## src/rtl/fetch_ctrl.sv

```systemverilog
// fetch_ctrl: instruction fetch sequencer for the multicycle RV32 core.
// Owns the program counter, issues req/ack reads to instruction memory,
// presents one instruction at a time to decode and applies redirects and
// trap vectoring, including while a read is still outstanding.
module fetch_ctrl #(
  parameter int                XLEN      = 32,
  parameter logic [XLEN-1:0]   RESET_VEC = 'h0000_0000,
  parameter logic [XLEN-1:0]   TRAP_VEC  = 'h0000_0100
) (
  input  logic            clk,
  input  logic            reset,        // asynchronous, active-low
  output logic            imem_req,
  output logic [XLEN-1:0] imem_addr,
  input  logic            imem_ack,
  input  logic [XLEN-1:0] imem_rdata,
  input  logic            stall,
  input  logic            redirect,
  input  logic [XLEN-1:0] redirect_pc,
  input  logic            trap,
  output logic            instr_valid,
  output logic [XLEN-1:0] instr,
  output logic [XLEN-1:0] pc
);

  localparam logic [XLEN-1:0] NOP = XLEN'(32'h0000_0013);

  typedef enum logic [1:0] {
    BOOT  = 2'd0,
    FETCH = 2'd1,
    HOLD  = 2'd2,
    DRAIN = 2'd3
  } state_t;

  state_t          state;
  logic [XLEN-1:0] fetch_pc;
  logic [XLEN-1:0] target;
  logic            take;

  // Redirect target: trap wins over a branch/jump; targets are word aligned.
  always_comb begin
    take   = trap | redirect;
    target = {redirect_pc[XLEN-1:2], 2'b00};
    if (trap) begin
      target = TRAP_VEC;
    end
  end

  // A read is outstanding exactly while in FETCH or DRAIN.
  assign imem_req = (state == FETCH) || (state == DRAIN);

  // Fetch sequencer: state, program counter, request address and the
  // presented instruction all update together on the rising edge.
  always_ff @(posedge clk or negedge reset) begin
    if (!reset) begin
      state       <= BOOT;
      fetch_pc    <= RESET_VEC;
      imem_addr   <= RESET_VEC;
      instr_valid <= 1'b0;
      instr       <= NOP;
      pc          <= RESET_VEC;
    end else begin
      case (state)
        BOOT: begin
          state <= FETCH;
          if (take) begin
            fetch_pc  <= target;
            imem_addr <= target;
          end else begin
            imem_addr <= fetch_pc;
          end
        end

        FETCH: begin
          if (take) begin
            // Returned data (if any) belongs to the old stream and is dropped.
            fetch_pc    <= target;
            instr_valid <= 1'b0;
            if (imem_ack) begin
              imem_addr <= target;
              state     <= FETCH;
            end else begin
              // Memory still owes us a word; keep the old request up until ack.
              state <= DRAIN;
            end
          end else if (imem_ack) begin
            instr       <= imem_rdata;
            pc          <= imem_addr;
            fetch_pc    <= imem_addr + XLEN'(4);
            instr_valid <= 1'b1;
            state       <= HOLD;
          end
        end

        HOLD: begin
          if (take) begin
            // The held instruction is dropped even if decode is stalled.
            fetch_pc    <= target;
            imem_addr   <= target;
            instr_valid <= 1'b0;
            state       <= FETCH;
          end else if (!stall) begin
            instr_valid <= 1'b0;
            imem_addr   <= fetch_pc;
            state       <= FETCH;
          end
        end

        DRAIN: begin
          if (take) begin
            fetch_pc <= target;
          end
          if (imem_ack) begin
            // Stale data is discarded; restart at the most recent target.
            imem_addr <= take ? target : fetch_pc;
            state     <= FETCH;
          end
        end

        default: begin
          state       <= BOOT;
          instr_valid <= 1'b0;
        end
      endcase
    end
  end

endmodule

```

## config.mk

```make
export PLATFORM = sky130hd
export DESIGN_NAME = fetch_ctrl
export DESIGN_NICKNAME = d
export VERILOG_FILES = /design/src/rtl/fetch_ctrl.sv
export SDC_FILE = /design/constraint.sdc
export NUM_CORES = 1
export LEC_CHECK = 0
export CAP_MARGIN = 20
export CORE_ASPECT_RATIO = 0.9
export CORE_MARGIN = 3
export CORE_UTILIZATION = 34
export CTS_BUF_LIST = sky130_fd_sc_hd__clkbuf_16
export DETAILED_ROUTE_END_ITERATION = 6
export HOLD_SLACK_MARGIN = 0.1
export PLACE_DENSITY_LB_ADDON = 0.15
export SLEW_MARGIN = 25
export SYNTH_ARGS = -nofsm -noshare
export SYNTH_HDL_FRONTEND = slang
export SYNTH_SLANG_ARGS = --single-unit
```

## constraint.sdc

```tcl
create_clock -name clk -period 1.8 [get_ports clk]
set_clock_uncertainty 0.05 [all_clocks]
set_input_delay 0.45 -clock clk [delete_from_list [all_inputs] [get_ports clk]]
set_output_delay 0.45 -clock clk [all_outputs]
set_load 0.02 [all_outputs]
```

[Word level (Yosys, flattened, before mapping)]
Index checks and enable logic that the tools add are counted.
Cells by class
  $add $sub $neg: 1
  equal/unequal tests: 8
  muxes and demuxes: 23
  bitwise gates (word level): 2
  reduce and logical (&&, ||, !) cells: 8
Operator list (number)
  2-to-1 mux 32 bit: 9
  case mux 32 bit (4 select lines): 1
  case mux 32 bit (2 select lines): 1
  adder 32 x 3 -> 32 bit (second input constant): 1
  2-to-1 mux 2 bit: 6
  AND reduction 3 bit: 3
  case mux 2 bit (4 select lines): 1
  != test 2 bit (second input constant): 3
  != test 3 bit (second input constant): 2
  equality test 2 bit (second input constant): 2
  2-to-1 mux 1 bit: 4
  AND reduction 4 bit: 1
  OR reduction 3 bit: 1
  equality test 2 x 1 -> 1 bit (second input constant): 1
  logical NOT 2 bit: 1
  case mux 1 bit (2 select lines): 1
  nonzero test 2 bit: 1
  logical OR 1 bit: 1
  NOT 1 bit: 1
  bitwise OR 1 bit: 1
Word-level totals
  flip-flop bits (word level): 131
  logic and storage cells: 48

[Longest topological paths before layout]
  depth in word-level cells: 4
  depth in mapped cells: 8

[Least setup slack after synthesis]
OpenSTA, ideal clock, no wires.
  path kind: flip-flop to flip-flop
  start: register imem_addr[2]
  end: register fetch_pc[22]
  library setup time: 0.082 ns
  arrival: 1.915 ns
  data required time: 1.668 ns
  path slack: -0.247 ns
  stages on the path, launching flop included: 7
  path buffers: 0
  period minus slack after synthesis: 2.047 ns
  path through: dfrtp_1 -> ha_1 -> nand2_4 -> nor4_4 -> a21oi_1 -> a311o_1 -> a31oi_1
Between the ends
  word-level cells in the longest chain between the ends: 4
RTL lines
  start, declared: RTL line 13  | output logic [XLEN-1:0] imem_addr,
  start signal, assigned: RTL line 67  | imem_addr <= target;
  start signal, assigned: RTL line 69  | imem_addr <= fetch_pc;
  start signal, assigned: RTL line 79  | imem_addr <= target;
  adder 32 x 3 -> 32 bit: RTL line 88  | fetch_pc <= imem_addr + XLEN'(4);
  2-to-1 mux 32 bit: RTL line 85  | end else if (imem_ack) begin
  2-to-1 mux 32 bit: RTL line 74  | if (take) begin
  case mux 32 bit (2 select lines): RTL line 62  | case (state)
  end signal, assigned: RTL line 66  | fetch_pc <= target;
  end signal, assigned: RTL line 76  | fetch_pc <= target;
  end signal, assigned: RTL line 88
  end, declared: RTL line 35  | logic [XLEN-1:0] fetch_pc;
Every way passes these cells. The select of a mux whose other input is x is not followed.
A chain may end at the register's enable or synchronous reset.

[Final worst setup path]
  start: register imem_addr[8]
  end: output port imem_addr[8]
No word-level cell between the ends.

==> impl_metrics.tcl <==
set metrics [dict create \
    finalSetupViolations 0 \
    setup.worst_path.start_class "flop" \
    io_buffers 165 \
    drv_slew 0 \
    grt_start_max_net_pins 49 \
    synth_area_leaders "dfrtp_1, nand2_1, a22oi_1, xor2_1, o21ai_1" \
    timing.rr.start "imem_addr[8]" \
    dr.pass1.iters 5 \
    routed_wl_mm 19.4 \
    max_freq_mhz 568 \
    hold_slack_ps 414 \
    ys_seq_area_share_pct 53.6 \
    diodes 0 \
    insertion_delay_ps 420 \
    ys_types 50 \
    synth_simple_gate_area_share_pct 23.3 \
    wire_per_inst_um 16.9 \
    grt_setup_unrepaired "yes" \
    drc 0 \
    synth_area_leader_cell "dfrtp_1" \
    netlist_top_cells_count "nand2_1, dfrtp_1, o21ai_1" \
    die_w_um 147 \
    finalHoldViolations 0 \
    io_pins 168 \
    synth_fa_ha_area_share_pct 0.204 \
    ir_worst_vdd_mv 0.681 \
    fin_nets 970 \
    synth-warning-count 0 \
    worst_pin_slew_ps 493 \
    critPathCaptureType "output pin" \
    cp_max_fo 5 \
    maxSlewHeadroom_pct 67.1 \
    grt_pass1_vias 5737 \
    synthMuxAreaShare_pct 2.12 \
    drtIter0Drc 333 \
    synth_top_area_share_pct 52.3 \
    leakagePower_uw 0.00446 \
    p_per_area_mw_per_mm2 1040 \
    synth_compound_area_share_pct 13.6 \
    path_clk_slew_ps 60 \
    htreeDepth 4 \
    final_cell_count_no_fill 1147 \
    finalCriticalPeriod_ps 1760 \
    final_cell_area_mm2 0.00916 \
    critPathRequiredTime_ps 1300 \
    fin_crit_sh_pct 97.8 \
    synth_area_mm2 0.00613 \
    syn2layout_area_growth_pct 49.6 \
    synth_edf_count 0 \
    syn-num-nets 756 \
    fin_setup_tns_ps 0 \
    gp_congestion 0.831 \
    final_layout_size_suffix_gt1_share_pct 18.0 \
    maxCapViolations 0 \
    vias 5757 \
    cts_tree "yes" \
    ant_nets 0 \
    hold_path_class "reg -> reg" \
    antenna_found_initial 0 \
    cts_root_buffer "clkbuf_16" \
    floorplan.initialDensity_pct 35.4 \
    dpl.hpwl_mm 14.0 \
    synth-seq-cells 131 \
    worstPathArrival_ps 1260 \
    synthFlopType "dfrtp_1" \
    synth_most_common_cell "nand2_1" \
    hold_start "instr[0]" \
    cts_buffers 17 \
    synth_top_family_by_area "simple AND/OR/NAND/NOR gates" \
    place_ws_ps -413 \
    track_usage_pct 20.0 \
    rows 45 \
    status "complete, no violations" \
    placed_area_mm2 0.00863 \
    synth-xor-area-share_pct 3.72 \
    die_h_um 133 \
    startpoint "imem_addr[8]" \
    clockBufferDepth 2 \
    cts.sinks 131 \
    gr-total-overflow 0 \
    syn_area_per_cell_um2 8.94 \
    grt_pass1_wl_mm 30.9 \
    final.fill_count 1627 \
    synthArstFlopShare_pct 100 \
    fp.coreArea_mm2 0.0173 \
    dp_cells 1111 \
    viasPerCell 5.02 \
    path_class "reg -> out" \
    synth_cells 685 \
    die_area_mm2 0.0197 \
    fin_ws_ps 40.1 \
]
## cell type report
cell class	count	area, µm²	area share, %
well taps	235	294	3.21
flip-flops and latches	131	3300	36.0
multi-input cells	501	2720	29.7
clock buffers	17	425	4.64
repair buffers	244	2240	24.5
clock inverters	15	168	1.83
inverters	4	15.0	0.164
## layout by cell type, fill, tap and decap left out, types with 6 or more instances in the layout
master           count
o31ai_1             11
xor2_1              19
nand2_1            243
clkdlybuf4s50_1     65
nor2_1              25
a21oi_1             19
o21ai_0              9
mux2i_1             13
o21ai_1             33
xnor2_1              7
nand3_1             10
buf_12               9
dfrtp_2             13
clkbuf_16           17
a22oi_1             30
buf_4               65
nor3_1               8
clkinvlp_4           6
dlygate4sd2_1       78
nor2b_1              6
dfrtp_1            115
nand4_1              9
## path summary, 6_finish.rpt
check | cells after the start | to | slack, ps
worst max-delay path | 2 | imem_addr[8] | 40
worst min-delay path | 2 | instr[0] | 410
worst max register to register | 6 | fetch_pc[26] | 60
worst min register to register | 2 | instr[0] | 410
max in group asynchronous | 3 | instr[29] | 570
min in group asynchronous | 2 | pc[11] | 500
## layer usage
layer | track usage [%] | vias up | wire [µm] | share of wire [%]
met3 | 5.41 | 11 | 1130 | 5.8
met5 | 0 | - | 0 | 0
li1 | - | 2752 | - | -
met2 | 32.1 | 171 | 9210 | 47
met4 | 4.76 | 0 | 159 | 0.82
met1 | 27.1 | 2823 | 8880 | 46
## state kept, by name, summed over array words and instances (netlist names)
register	cells
fetch_pc	32
imem_addr	32
instr	32
instr_valid	1
pc	32
state	2
## critical path, cell delays in order, from the launching register on
cell	delay, ps
dfrtp_2	430
buf_4	160
clkdlybuf4s15_2	250
## where the power goes
group	total (µW)	switching (µW)	internal (µW)
Clock	3490	1330	2160
Sequential	3700	293	3400
Combinational	2330	1360	975
Total	9510	2980	6540
## cells by family after synthesis
| logic type | Yosys count |
|---|---|
| buffers and inverters | 53 |
| XOR/XNOR | 26 |
| AO/OA/AOI/OAI | 130 |
| AND/OR/NAND/NOR | 331 |
| flip-flops | 131 |
| adder cells (fa/ha/maj) | 1 |
| multiplexers | 13 |
## timing repair
item,4_1_cts,5_1_grt
resized for setup,126,25
hold buffers,1,0
cloned,0,0
pin swaps,0,4
setup endpoints to repair,100,28
setup buffers,0,3
hold endpoints to repair,42,0
## through the flow
| step | power [µW] | util, % |
|---|---|---|
| 3_3_place_gp | 6310 | 49.9 |
| 5_1_grt | 10000 | 53.0 |
| 3_5_place_dp | 6370 | 49.9 |
| 4_1_cts | 9630 | 52.9 |
| 2_1_floorplan | 4900 | - |
| 6_report | 9510 | 53.0 |
Power figures use the tool's default switching activity.
